`config.mk`:
```
export PLATFORM = sky130hd
export DESIGN_NAME = axi_s_arb_flat
export DESIGN_NICKNAME = d
export VERILOG_FILES = /design/src/rtl/axi_s_arb_pkg.sv /design/src/rtl/axi_s_arb_if.sv /design/src/rtl/axi_s_rr_pick.sv /design/src/rtl/axi_s_arb.sv /design/src/flat_wrapper.sv
export SDC_FILE = /design/constraint.sdc
export NUM_CORES = 1
export LEC_CHECK = 0
export ABC_AREA = 1
export CORE_MARGIN = 1
export CORE_UTILIZATION = 34
export CTS_CLUSTER_SIZE = 12
export DETAILED_ROUTE_END_ITERATION = 7
export PLACE_DENSITY = 0.8
export SLEW_MARGIN = 20
export SYNTH_ARGS = -nofsm -noshare
export SYNTH_HDL_FRONTEND = slang
export SYNTH_SLANG_ARGS = --single-unit
export TNS_END_PERCENT = 30
```
`constraint.sdc`:
```
create_clock -name clk -period 1.8 [get_ports clk]
set_clock_uncertainty 0.2 [all_clocks]
set_input_delay 0.18 -clock clk [delete_from_list [all_inputs] [get_ports clk]]
set_output_delay 0.18 -clock clk [all_outputs]
set_load 0.02 [all_outputs]
```
`src/rtl/axi_s_arb_pkg.sv`:
```
// Shared types and helpers for the packet-level AXI-Stream round-robin arbiter.
// PTR_W is wide enough to index up to 8 sources.
package axi_s_arb_pkg;

    typedef enum logic {
        IDLE = 1'b0,
        LOCK = 1'b1
    } state_t;

    localparam int STAT_W = 16;
    localparam int PTR_W  = 3;

    // Advance a source index by one, wrapping at num_src.
    function automatic logic [PTR_W-1:0] ptr_inc(input logic [PTR_W-1:0] ptr,
                                                 input int num_src);
        if (int'(ptr) >= num_src - 1) begin
            return '0;
        end else begin
            return ptr + 1'b1;
        end
    endfunction

endpackage

```
`src/rtl/axi_s_arb_if.sv`:
```
// Stream bundle around the arbiter: NUM_SRC source-side channels and one sink-side channel.
// master = the environment (sources and downstream sink), slave = the arbiter.
interface axi_s_arb_if #(
    parameter int NUM_SRC = 4,
    parameter int DATA_W  = 8
);
    logic [NUM_SRC-1:0]        s_tvalid;
    logic [NUM_SRC*DATA_W-1:0] s_tdata;
    logic [NUM_SRC-1:0]        s_tlast;
    logic [NUM_SRC-1:0]        s_tready;
    logic                      m_tvalid;
    logic [DATA_W-1:0]         m_tdata;
    logic                      m_tlast;
    logic                      m_tready;

    modport master (
        output s_tvalid, s_tdata, s_tlast, m_tready,
        input  s_tready, m_tvalid, m_tdata, m_tlast
    );

    modport slave (
        input  s_tvalid, s_tdata, s_tlast, m_tready,
        output s_tready, m_tvalid, m_tdata, m_tlast
    );
endinterface

```
`src/rtl/axi_s_rr_pick.sv`:
```
// Combinational rotating-priority picker: lowest requesting index at or above rr_ptr wins,
// otherwise the lowest requesting index overall (wrap-around).
module axi_s_rr_pick
    import axi_s_arb_pkg::*;
#(
    parameter int NUM_SRC = 4
) (
    input  logic [NUM_SRC-1:0] req,
    input  logic [PTR_W-1:0]   rr_ptr,
    output logic [NUM_SRC-1:0] winner,
    output logic               valid
);

    logic [NUM_SRC-1:0] hi_oh;
    logic [NUM_SRC-1:0] lo_oh;
    logic               hi_any;

    // NOTE: every output of an always_comb gets a default before any branch, so no path
    // leaves a variable unassigned and no latch is inferred.
    always_comb begin
        hi_oh  = '0;
        lo_oh  = '0;
        hi_any = 1'b0;
        // Descending scan: the last hit written is the lowest index.
        for (int i = NUM_SRC - 1; i >= 0; i--) begin
            if (req[i]) begin
                lo_oh    = '0;
                lo_oh[i] = 1'b1;
                if (i >= int'(rr_ptr)) begin
                    hi_oh    = '0;
                    hi_oh[i] = 1'b1;
                    hi_any   = 1'b1;
                end
            end
        end
        winner = hi_any ? hi_oh : lo_oh;
        valid  = |req;
    end

endmodule

```
`src/rtl/axi_s_arb.sv`:
```
// Packet-level round-robin arbiter: holds a grant from first beat to accepted tlast.
// Optional statistics counters (pkt_cnt, beat_cnt) are built when AXIS_ARB_STATS_EN is defined.
module axi_s_arb
    import axi_s_arb_pkg::*;
#(
    parameter int NUM_SRC = 4,
    parameter int DATA_W  = 8
) (
    input  logic               clk,
    input  logic               areset,
    axi_s_arb_if.slave         bus,
    output logic [NUM_SRC-1:0] grant,
    output logic               busy
`ifdef AXIS_ARB_STATS_EN
    ,
    output logic [STAT_W-1:0]  pkt_cnt,
    output logic [STAT_W-1:0]  beat_cnt
`endif
);

    state_t             state_q, state_d;
    logic [NUM_SRC-1:0] grant_d;
    logic [PTR_W-1:0]   rr_ptr_q, rr_ptr_d;
    logic [PTR_W-1:0]   g_idx;
    logic [NUM_SRC-1:0] pick_oh;
    logic               pick_vld;
    logic               last_acc;

    logic               m_tvalid_c;
    logic [DATA_W-1:0]  m_tdata_c;
    logic               m_tlast_c;
    logic [NUM_SRC-1:0] s_tready_c;

    axi_s_rr_pick #(.NUM_SRC(NUM_SRC)) u_pick (
        .req    (bus.s_tvalid),
        .rr_ptr (rr_ptr_q),
        .winner (pick_oh),
        .valid  (pick_vld)
    );

    // NOTE: state is written with non-blocking assignments so every register samples
    // its pre-edge inputs, independent of statement order.
    always_ff @(posedge clk or posedge areset) begin
        if (areset) begin
            state_q  <= IDLE;
            grant    <= '0;
            rr_ptr_q <= '0;
        end else begin
            state_q  <= state_d;
            grant    <= grant_d;
            rr_ptr_q <= rr_ptr_d;
        end
    end

    // Datapath follows the registered grant; grant is all-zero outside LOCK.
    always_comb begin
        m_tvalid_c = 1'b0;
        m_tdata_c  = '0;
        m_tlast_c  = 1'b0;
        s_tready_c = '0;
        g_idx      = '0;
        if (state_q == LOCK) begin
            for (int i = 0; i < NUM_SRC; i++) begin
                if (grant[i]) begin
                    m_tvalid_c    = bus.s_tvalid[i];
                    m_tdata_c     = bus.s_tdata[i*DATA_W +: DATA_W];
                    m_tlast_c     = bus.s_tlast[i];
                    s_tready_c[i] = bus.m_tready;
                    g_idx         = PTR_W'(i);
                end
            end
        end
    end

    assign last_acc     = m_tvalid_c && bus.m_tready && m_tlast_c;
    assign bus.m_tvalid = m_tvalid_c;
    assign bus.m_tdata  = m_tdata_c;
    assign bus.m_tlast  = m_tlast_c;
    assign bus.s_tready = s_tready_c;
    assign busy         = (state_q == LOCK);

    always_comb begin
        state_d  = state_q;
        grant_d  = grant;
        rr_ptr_d = rr_ptr_q;
        case (state_q)
            IDLE: begin
                if (pick_vld) begin
                    grant_d = pick_oh;
                    state_d = LOCK;
                end
            end
            LOCK: begin
                // Leaving on tlast forces the one-cycle bubble before the next grant.
                if (last_acc) begin
                    state_d  = IDLE;
                    grant_d  = '0;
                    rr_ptr_d = ptr_inc(g_idx, NUM_SRC);
                end
            end
            default: begin
                state_d = IDLE;
                grant_d = '0;
            end
        endcase
    end

`ifdef AXIS_ARB_STATS_EN
    logic beat_acc;

    assign beat_acc = m_tvalid_c && bus.m_tready;

    always_ff @(posedge clk or posedge areset) begin
        if (areset) begin
            pkt_cnt  <= '0;
            beat_cnt <= '0;
        end else if (beat_acc) begin
            beat_cnt <= beat_cnt + 1'b1;
            if (m_tlast_c) begin
                pkt_cnt <= pkt_cnt + 1'b1;
            end
        end
    end
`endif

endmodule

```
`src/flat_wrapper.sv`:
```
// flat-port wrapper written by rule: the top's interface ports become plain ports
module axi_s_arb_flat import axi_s_arb_pkg::*;
#(
    parameter int NUM_SRC = 4,
    parameter int DATA_W  = 8
)
  (clk, areset, grant, busy, bus_s_tvalid, bus_s_tdata, bus_s_tlast, bus_m_tready, bus_s_tready, bus_m_tvalid, bus_m_tdata, bus_m_tlast);
  axi_s_arb_if #(.NUM_SRC(NUM_SRC), .DATA_W(DATA_W)) bus_i ();
  input  logic clk;
  input  logic areset;
  output logic [NUM_SRC-1:0] grant;
  output logic busy;
  input wire logic [$bits(bus_i.s_tvalid)-1:0] bus_s_tvalid;
  input wire logic [$bits(bus_i.s_tdata)-1:0] bus_s_tdata;
  input wire logic [$bits(bus_i.s_tlast)-1:0] bus_s_tlast;
  input wire logic [$bits(bus_i.m_tready)-1:0] bus_m_tready;
  output wire logic [$bits(bus_i.s_tready)-1:0] bus_s_tready;
  output wire logic [$bits(bus_i.m_tvalid)-1:0] bus_m_tvalid;
  output wire logic [$bits(bus_i.m_tdata)-1:0] bus_m_tdata;
  output wire logic [$bits(bus_i.m_tlast)-1:0] bus_m_tlast;
  assign bus_i.s_tvalid = bus_s_tvalid;
  assign bus_i.s_tdata = bus_s_tdata;
  assign bus_i.s_tlast = bus_s_tlast;
  assign bus_i.m_tready = bus_m_tready;
  assign bus_s_tready = bus_i.s_tready;
  assign bus_m_tvalid = bus_i.m_tvalid;
  assign bus_m_tdata = bus_i.m_tdata;
  assign bus_m_tlast = bus_i.m_tlast;
  axi_s_arb #(.NUM_SRC(NUM_SRC), .DATA_W(DATA_W)) u_core (.clk(clk), .areset(areset), .bus(bus_i), .grant(grant), .busy(busy));
endmodule
```
# == Yosys cells after proc, flatten, opt, wreduce, memory -nomap -nowiden ==
# Index checks and enable logic that the tools add are counted.
# totals
reg_bits,8
input_bits,43
wordCells,69
output_inout_bits,19
# op_classes
reduce_logical,5
eq_ne,2
order_cmp,5
add_sub_neg,1
bitwise,1
mux,52
# op_table
operator,count
$mux W4,16
$mux W8,5
$mux W1,25
$pmux W4 S2,1
$ge A1 B3 Y1 const A,2
$ge A2 B3 Y1 const A,2
$mux W3,2
$mux W2,2
$reduce_and A2 Y1,2
$reduce_or A4 Y1,1
$add A3 B1 Y3 const B,1
$ge A3 B2 Y1 const B,1
$logic_and A1 B1 Y1,2
$ne A2 B1 Y1 const B,1
$ne A2 B2 Y1 const B,1
$pmux W1 S2,1
$not A1 Y1,1

# == Logic depth before layout (Yosys ltp) ==
# Gate-level depths: netlist of run 1.
# depth
word_depth,12
mapped_depth,8
ltp_nobuf,8

# == By module ==
# Synthesis of run 1 repeated with hierarchy kept, for this count alone.
# unflattened
cells_unflattened,149
hier_area_um2,917.1
# by_module_without_submodules
mod,seq_area_each_um2,cells_each,instances,area_each_um2
axi_s_arb,175.2,118,1,767.0
axi_s_rr_pick,0.0,31,1,150.1

# == Least setup slack after synthesis of run 1 ==
# No wires, ideal clock.
# synth_timing
path_kind,reg2out
from,"reg u_core.state_q, in the netlist u_core.busy"
to,out bus_m_tdata[0]
n_path_buf,1
path_stages_with_launch,7
t_arrival_ns,1.381
setup_slack_ns,0.039
t_required_ns,1.420
cell_sequence,dfrtp_1 -> inv_2 -> buf_6 -> nor2_4 -> o21a_1 -> a21oi_1 -> a31oi_1
# synth_between
elab_chain_len,1
# synth_lines
item,line_no,rtl
from (decl),axi_s_arb.sv:21,"state_t state_q, state_d;"
from (signal assigned),axi_s_arb.sv:49,state_q <= state_d;
$mux W8,axi_s_arb.sv:62,if (state_q == LOCK) begin
to (decl),flat_wrapper.sv:19,output wire logic [$bits(bus_i.m_tdata)-1:0] bus_m_tdata;
# No other way between the ends.

# == Worst setup path in the final report of run 1 ==
# layout_timing
from,reg u_core.grant[2]
to,out bus_m_tvalid
# layout_between
elab_chain_len,3
# layout_lines
item,line_no,rtl
from (decl),axi_s_arb.sv:12,"output logic [NUM_SRC-1:0] grant,"
from (signal assigned),axi_s_arb.sv:50,grant <= grant_d;
$mux W1 (2 in series),axi_s_arb.sv:64,if (grant[i]) begin
$mux W1,axi_s_arb.sv:62,
to (decl),flat_wrapper.sv:18,output wire logic [$bits(bus_i.m_tvalid)-1:0] bus_m_tvalid;
# No other way between the ends.

==> results of run 1 <==
-- tightest hold or removal path, stage by stage (launching register included) --
cell and delay [ns]:
sky130_fd_sc_hd__dfrtp_1 0.36, sky130_fd_sc_hd__nand2_1 0.06, sky130_fd_sc_hd__nand2_1 0.06
-- report_power, final --
part / total (mW) / switching, mW / internal, mW
clock network: 0.147 / 0.0619 / 0.0848
logic: 3.04 / 1.64 / 1.41
registers: 0.324 / 0.0868 / 0.237
total: 3.51 / 1.79 / 1.73
-- state kept, by name, summed over array words and instances (netlist names) --
register,cells
u_core.rr_ptr_q,2
u_core.busy,1
u_core.grant,4
-- placed cells by master (no fill, tap or decap), types with 3 or more instances in the layout --
master and instances:
sky130_fd_sc_hd__clkbuf_4 3, sky130_fd_sc_hd__a31oi_1 5, sky130_fd_sc_hd__clkdlybuf4s50_1 43, sky130_fd_sc_hd__dlygate4sd2_1 5, sky130_fd_sc_hd__nand3_1 16, sky130_fd_sc_hd__nor2_4 4, sky130_fd_sc_hd__buf_4 29, sky130_fd_sc_hd__nor3_1 3
sky130_fd_sc_hd__buf_2 5, sky130_fd_sc_hd__inv_1 10, sky130_fd_sc_hd__nor2_1 9, sky130_fd_sc_hd__a21oi_1 9, sky130_fd_sc_hd__nand2_1 37, sky130_fd_sc_hd__dfrtp_1 5, sky130_fd_sc_hd__buf_6 8, sky130_fd_sc_hd__inv_2 3
sky130_fd_sc_hd__o21a_1 5
-- layout make-up --
class | instances | share of cell area [%]
clock buffers | 4 | 1.51
multi-input cells | 108 | 35.0
repair buffers | 93 | 48.4
inverters | 13 | 2.81
well taps | 28 | 2.02
flip-flops and latches | 7 | 10.2
-- layer usage --
| metal | GRT usage, % | part of all wire [%] | vias up | routed length (um) |
|---|---|---|---|---|
| met3 | 3.80 | 9.5 | 8 | 371 |
| met5 | 0 | 0 | - | 0 |
| li1 | - | - | 641 | - |
| met1 | 26.4 | 38 | 628 | 1460 |
| met4 | 8.56 | 1.1 | 0 | 44 |
| met2 | 55.6 | 52 | 74 | 2010 |
-- through the flow --
stage	area, um^2	hold WS [ns]
final	1740	0.318
after global routing	1740	0.330
after detailed placement	1650	0.238
after global placement	1650	0.230
after CTS	1660	0.318
after floorplan	836	-0.217
-- worst min-delay path by stage --
stage / to / slack (ns) / depth (start not counted)
3_5_place_dp: u_core.grant[2]$_DFFE_PP0P_ / 0.24 / 2
3_3_place_gp: u_core.grant[2]$_DFFE_PP0P_ / 0.23 / 2
4_1_cts: u_core.rr_ptr_q[0]$_DFFE_PP0P_ / 0.32 / 2
2_1_floorplan: u_core.busy$_DFF_PP0_ / -0.22 / 1
5_1_grt: u_core.rr_ptr_q[0]$_DFFE_PP0P_ / 0.33 / 2
6_report: u_core.rr_ptr_q[0]$_DFFE_PP0P_ / 0.32 / 2
-- what timing repair did --
item	4_1_cts	5_1_grt
setup endpoints to repair	16	16
hold buffers	1	0
buffers inserted	0	4
pin swaps	0	6
hold endpoints to repair	7	0
resized for setup	43	42
-- cells by family (layout without fill, tap and decap cells) --
| logic type | count (synthesis) | in the layout | share of synthesized area [%] |
|---|---|---|---|
| flip-flops | 7 | 7 | 21.0 |
| adder cells (fa/ha/maj) | 1 | 1 | 1.50 |
| AND/OR/NAND/NOR | 77 | 77 | 43.1 |
| buffers and inverters | 18 | 110 | 10.5 |
| AO/OA/AOI/OAI | 30 | 30 | 24.0 |
==> results.md, run 1 <==
| Parameter | Reported | Unit |
|:---|:---|:---|
| Startpoint of the worst register-to-register path | u_core.grant[2]$_DFFE_PP0P_ | - |
| Post-synthesis register bit count | 7 | - |
| Area share of the leading cell type in the synthesized netlist | 21.0 | % |
| Max Clock Freq | 0.532 | GHz |
| Fraction of layout cells with a size suffix above 1 | 28.9 | % |
| Placed wire-length estimate | 2.83 | mm |
| Sequential cell area | 178 | um^2 |
| Register-to-Register Path Depth | 10 | - |
| Worst R2R Setup Slack | 0 | ns |
| Mapped cell area | 836 | um^2 |
| Crit-path leading delay family | flip-flops | - |
| Antenna Violating Nets Remaining | 0 | - |
| Worst setup path category | reg2out | - |
| Ant. Diodes | 0 | - |
| Horizontal extent of the die | 51.6 | um |
| Dominant cells by area after synthesis | sky130_fd_sc_hd__dfrtp_1 21%, sky130_fd_sc_hd__nand2_1 18%, sky130_fd_sc_hd__nand3_1 9.6% | - |
| Period utilisation layout | 104 | % |
| Synthesis-to-layout area growth | 108 | % |
| Worst r2r dst | u_core.grant[0]$_DFFE_PP0P_ | - |
| Routed length per placed instance | 15.4 | um |
| Nature of the critical path endpoint | output port | - |
| Min setup slack post-route | -0.0792 | ns |
| Worst setup path end | bus_m_tvalid | - |
| Final number of hold-violating endpoints | 0 | - |
| Number of placed cells counting well taps | 244 | - |
| Most used DFF post-synth | sky130_fd_sc_hd__dfrtp_1 | - |
| RSZ-0062 raised after global routing | true | - |
| Worst Max-Slew Pin Slew | 0.291 | ns |
| Synth Instances | 133 | - |
| Sequential share of the synthesized area | 21.0 | % |
| Fillcell total | 173 | - |
| Multi-input gate area in the final layout | 608 | um^2 |
| Clk pin slew, worst setup/hold paths | 0.05 | ns |
| Global-route wire length before repair | 5.36 | mm |
| Die Ht | 51.6 | um |
| Total Die Area | 2660 | um^2 |
| Synthesized Nets | 177 | - |
| Buffers from clock root to sink, at most | 2 | - |
| TritonCTS clock tree | built | - |
| Fin nets | 270 | - |
| Maximum number of pins on one net before global-route repair | 11 | - |
| Via count of the first global-routing pass | 1258 | - |
| Number of warnings printed during yosys synthesis | 0 | - |
| Count of buffers from port buffering | 61 | - |
| Worst-case vdd ir drop | 0.00131 | V |
| Gpl congestion | 0.885 | - |
| Worst slack at placement | -0.195 | ns |
| LEAKAGE | 0.835 | nW |
| EDFF count, synth | 0 | - |
| Outcome | finished, violations left | - |
| Fin. max-slew vios | 0 | - |
| Max transition margin | 80.6 | % |
| H-tree level count | 1 | - |
| Number of gates on the worst path with buffers counted | 7 | - |
| Biggest fanout along the worst timing path | 5 | - |
| Cell with the most instances after synthesis | sky130_fd_sc_hd__nand2_1 | - |
| Post-route setup TNS | -0.255 | ns |
| Buffer cell driving the clock tree root | sky130_fd_sc_hd__clkbuf_4 | - |
| Library cells used by synthesis | 26 | - |
| Average size of a mapped cell | 6.28 | um^2 |
| Starting density of the core | 37.1 | % |
| CP Data Arrival Time | 1.50 | ns |
| Maxcap violations | 0 | - |
| Worst setup startpoint | u_core.grant[2]$_DFFE_PP0P_ | - |
| TritonCTS buffer count | 3 | - |
| Row count | 17 | - |
| Critical path cell sequence | buf_6, nor2_4, buf_6, nand2_4, nor2_4, nor2_4, buf_6 | - |
| Number of setup violations in the final report | 5 | - |
| Via total after detailed routing | 1351 | - |
| Remaining Overflow, GRT | 0 | - |
| Power consumption | 3.51 | mW |
| Required time at the worst-slack endpoint | 1.42 | ns |
| PD cells | 2020 | nW/um^2 |
| Delay contributed by the slowest stage of the critical path | 0.44 | ns |
| Total length of routed wires | 3.89 | mm |
| Worst hold start | u_core.rr_ptr_q[0]$_DFFE_PP0P_ | - |
| I/O pin cnt | 62 | - |
| Hold crit path type | reg2reg | - |
| Ratio of routed vias to standard cells | 5.34 | - |
| DRC violations left | 0 | - |
| Worst path buffer plus inverter count | 3 | - |
| Clk sinks | 7 | - |
| Iter 0 DRT Violations | 43 | - |
| Initial antenna violation count | 0 | - |
| Synth async-reset ratio | 100 | % |
| Final standard cell utilization of the core | 77.0 | % |
| Number of optimization iterations in the first detailed-route pass | 4 | - |
| Startpoint types | flop | - |
| Failing checks | negative setup slack | - |
| Cell taking the most area after synthesis | sky130_fd_sc_hd__dfrtp_1 | - |
| Slowest library cell on the worst path | sky130_fd_sc_hd__dfrtp_2 | - |
| Skew-Pair Late Insertion Delay | 0.25 | ns |
| Final critical delay including setup and external delays | 1.88 | ns |
| Most frequent cells after synthesis | 39 x sky130_fd_sc_hd__nand2_1, 16 x sky130_fd_sc_hd__nand3_1, 11 x sky130_fd_sc_hd__inv_1 | - |
| Count of placed standard cells in the final layout, fillers left out | 253 | - |
| Core region area | 2250 | um^2 |
| GR Util All Layers | 26.8 | % |
No activity file was read; power rests on OpenSTA's default activity.
==> run 2, diff against run 1 <==
- CTS_CLUSTER_SIZE: 12 -> not set
==> results of run 2 <==
Same layout as run 1: the final DEF is identical, and so are final timing and power.
==> run 3, diff against run 2 <==
- CORE_UTILIZATION: 34 -> 36
- PLACE_DENSITY: 0.8 -> 0.81
- SYNTH_HIERARCHICAL: not set -> 1
==> run 3 against run 2 <==
Sequential share of layout area fell by 0.22 points; setup slack improved by 0.0039 ns; clock power fell by 5%; critical path type unchanged; the flow still finishes with violations (negative setup slack); maximum frequency rose by 0.21%; worst hold slack improved by 0.053 ns.
==> results.md, run 3 <==
| Parameter | Reported | Unit | Change |
|:---|:---|:---|:---|
| Library cells used by synthesis | 25 | - | -3.8% |
| Maximum number of pins on one net before global-route repair | 11 | - | unchanged |
| GR Util All Layers | 29.9 | % | +3.1 points |
| Synth Instances | 149 | - | +12% |
| Area share of the leading cell type in the synthesized netlist | 19.1 | % | -1.9 points |
| Antenna Violating Nets Remaining | 0 | - | unchanged |
| Dominant cells by area after synthesis | sky130_fd_sc_hd__dfrtp_1 19%, sky130_fd_sc_hd__nand2_1 15%, sky130_fd_sc_hd__nand3_1 11% | - |  |
| Startpoint types | flop | - |  |
| Via count of the first global-routing pass | 1411 | - | +12% |
| Net switching share of the total power | 50.3 | % | -0.56 points |
| Fin. max-slew vios | 0 | - | unchanged |
| Relative contribution of combinational cells to total power | 83.8 | % | -2.8 points |
| Worst Hold Margin | 0.372 | ns | +0.0533 ns |
| Hold crit path type | reg2reg | - |  |
| Maxcap violations | 0 | - | unchanged |
| Post-synthesis register bit count | 7 | - | unchanged |
| TritonCTS buffer count | 3 | - | unchanged |
| CP Data Arrival Time | 1.50 | ns | about the same |
| Min setup slack post-route | -0.0753 | ns | +0.00393 ns |
| Gpl congestion | 0.780 | - | -12% |
| Switching power | 1.47 | mW | -18% |
| Worst setup path category | reg2out | - |  |
| Buffers from clock root to sink, at most | 2 | - | unchanged |
| DRC violations left | 0 | - | unchanged |
| RSZ-0062 raised after global routing | true | - |  |
| Number of flip-flops in the largest register | 4 | - | unchanged |
| Required time at the worst-slack endpoint | 1.42 | ns | about the same |
| Cell internal power dissipation | 1.46 | mW | -16% |
| Initial antenna violation count | 0 | - | unchanged |
| Number of setup violations in the final report | 6 | - | +1 |
| Sequential share of the synthesized area | 19.1 | % | -1.9 points |
| Most used DFF post-synth | sky130_fd_sc_hd__dfrtp_1 | - |  |
| Mapped cell area | 917 | um^2 | +9.7% |
| Placed wire-length estimate | 3.03 | mm | +7.2% |
| Worst-case vdd ir drop | 0.00107 | V | -18% |
| Max Clock Freq | 0.533 | GHz | +0.21% |
| Most common cell after layout, fill and taps aside | sky130_fd_sc_hd__clkdlybuf4s50_1 | - |  |
| Period utilisation layout | 104 | % | -0.22 points |
| Buffer cell driving the clock tree root | sky130_fd_sc_hd__clkbuf_4 | - |  |
| Horizontal extent of the die | 52.5 | um | +1.7% |
| Failing checks | negative setup slack | - |  |
| I/O pin cnt | 62 | - | unchanged |
| Count of buffers from port buffering | 61 | - | unchanged |
| Top register by number of flip-flops | u_core/grant | - |  |
| Total length of routed wires | 3.83 | mm | -1.4% |
| Remaining Overflow, GRT | 0 | - | unchanged |
| LEAKAGE | 0.892 | nW | +6.9% |
| Global-route wire length before repair | 6.09 | mm | +14% |
| Clk pin slew, worst setup/hold paths | 0.05 | ns | about the same |
| Most frequent cells after synthesis | 36 x sky130_fd_sc_hd__nand2_1, 20 x sky130_fd_sc_hd__nand3_1, 15 x sky130_fd_sc_hd__inv_1 | - |  |
| Final critical delay including setup and external delays | 1.88 | ns | -0.00393 ns |
| EDFF count, synth | 0 | - | unchanged |
| Starting density of the core | 39.9 | % | +2.9 points |
| Routed length per placed instance | 14.3 | um | -7.0% |
| Core region area | 2300 | um^2 | +1.9% |
| Highest-count cells in the layout ignoring fill and taps | 44 x sky130_fd_sc_hd__clkdlybuf4s50_1, 36 x sky130_fd_sc_hd__nand2_1, 31 x sky130_fd_sc_hd__buf_4, 19 x sky130_fd_sc_hd__nand3_1, 15 x sky130_fd_sc_hd__inv_1 | - |  |
| Power share of the sequential group | 11.5 | % | +2.3 points |
| Worst slack at placement | -0.369 | ns | -0.174 ns |
| TritonCTS clock tree | built | - |  |
| Clock power frac | 4.8 | % | +0.6 points |
| Cell with the most instances after synthesis | sky130_fd_sc_hd__nand2_1 | - |  |
| Final number of hold-violating endpoints | 0 | - | unchanged |
| Post-route setup TNS | -0.186 | ns | +0.0692 ns |
| Iter 0 DRT Violations | 34 | - | -21% |
| Nature of the critical path endpoint | output port | - |  |
| Cell taking the most area after synthesis | sky130_fd_sc_hd__dfrtp_1 | - |  |
| Clk sinks | 7 | - | unchanged |
| Ant. Diodes | 0 | - | unchanged |
| Skew-Pair Late Insertion Delay | 0.25 | ns | about the same |
| Biggest fanout along the worst timing path | 8 | - | +3 |
| Number of warnings printed during yosys synthesis | 6 | - | +6 |
| Synth async-reset ratio | 100 | % | unchanged |
| Row count | 17 | - | unchanged |
| Die Ht | 52.5 | um | +1.7% |
| Fin nets | 285 | - | +5.6% |
| PD cells | 1640 | nW/um^2 | -19% |
| Average size of a mapped cell | 6.16 | um^2 | -2.1% |
| Fraction of layout cells with a size suffix above 1 | 27.5 | % | -1.4 points |
| Ratio of routed vias to standard cells | 5.18 | - | -2.9% |
| Synthesis-to-layout area growth | 94.7 | % |  |
| Via total after detailed routing | 1389 | - | +2.8% |
| Outcome | finished, violations left | - |  |
| H-tree level count | 1 | - | unchanged |
| Total Die Area | 2750 | um^2 | +3.5% |
| Number of optimization iterations in the first detailed-route pass | 4 | - | unchanged |
run 3: changes by cell type after synthesis, moves of 2 or more:
cell	previous run	this run
sky130_fd_sc_hd__a21oi_1	9	11
sky130_fd_sc_hd__o21a_1	5	7
sky130_fd_sc_hd__inv_2	2	4
sky130_fd_sc_hd__nand3_1	16	20
sky130_fd_sc_hd__o31ai_1	2	0
sky130_fd_sc_hd__inv_1	11	15
sky130_fd_sc_hd__nor3_1	4	1
sky130_fd_sc_hd__nand4_1	1	3
sky130_fd_sc_hd__o221ai_1	2	0
sky130_fd_sc_hd__nand2_1	39	36
sky130_fd_sc_hd__nand2_2	1	5
sky130_fd_sc_hd__o21ai_1	0	2
run 3: timing repair:
item,CTS,global route
pin swaps,4,2
hold endpoints to repair,7,0
resized for setup,49,27
endpoints found under the setup margin,17,19
hold buffers,1,0
setup buffers,6,0
run 3: worst paths after layout:
kind                                                startpoint                        endpoint  slack (ns)  cells past startpoint
worst max register to register     u_core/grant[3]$_DFFE_PP0P_     u_core/grant[1]$_DFFE_PP0P_        0.02                      9
worst min-delay path            u_core/rr_ptr_q[1]$_DFFE_PP0P_  u_core/rr_ptr_q[1]$_DFFE_PP0P_        0.37                      2
worst max-delay path               u_core/grant[3]$_DFFE_PP0P_                  bus_m_tdata[5]       -0.08                      5
min in group asynchronous                               areset  u_core/rr_ptr_q[1]$_DFFE_PP0P_        0.52                      3
worst min register to register  u_core/rr_ptr_q[1]$_DFFE_PP0P_  u_core/rr_ptr_q[1]$_DFFE_PP0P_        0.37                      2
max in group asynchronous                               areset     u_core/grant[2]$_DFFE_PP0P_        0.65                      3
run 3: metrics by stage:
stage | power, mW | utilization, % | instances | cell area, um^2
CTS | 2.86 | 77.7 | 268 | 1780
detailed placement | 2.69 | 74.3 | 257 | 1710
global placement | 2.63 | 74.3 | 257 | 1710
floorplan | 1.63 | - | 151 | 925
global route | 3.13 | 77.7 | 268 | 1790
finish | 2.93 | 77.7 | 268 | 1790
run 3: layer usage:
metal	track usage, %	wire, um	up-vias
met5	0	0	-
met4	5.70	55	0
met3	4.93	257	6
met2	57.8	1950	47
met1	33.7	1570	662
li1	-	-	674
run 3: power by group through the flow:
stage | logic, mW | clock network (mW) | registers [mW]
floorplan | 1.26 | 0 | 0.363
global placement | 2.30 | 0 | 0.329
detailed placement | 2.36 | 0 | 0.336
CTS | 2.38 | 0.145 | 0.335
global route | 2.63 | 0.151 | 0.347
finish | 2.45 | 0.140 | 0.335
run 3: logic make-up (layout without fill, tap and decap cells):
family	after synthesis	in the layout	synth area share [%]
simple gates	86	86	46.8
compound gates	31	31	21.0
buf+inv	23	112	11.3
flops	7	7	19.1
fa+ha+maj	1	1	1.36
other cells	1	3	0.409
run 3: final cells by class:
cell class | count | area [um^2]
timing repair buffer | 89 | 815
multi-input combinational | 121 | 657
fill | 178 | 512
sequential | 7 | 179
inverter | 19 | 73.8
tap | 28 | 35.0
clock buffer | 4 | 26.3
run 3: critical path, stage by stage, from the launching register on:
cell                      delay, ns
sky130_fd_sc_hd__dfrtp_2       0.43
sky130_fd_sc_hd__nor2_4        0.23
sky130_fd_sc_hd__o21a_1        0.18
sky130_fd_sc_hd__a21oi_1       0.06
sky130_fd_sc_hd__a31oi_1       0.17
sky130_fd_sc_hd__buf_4         0.17
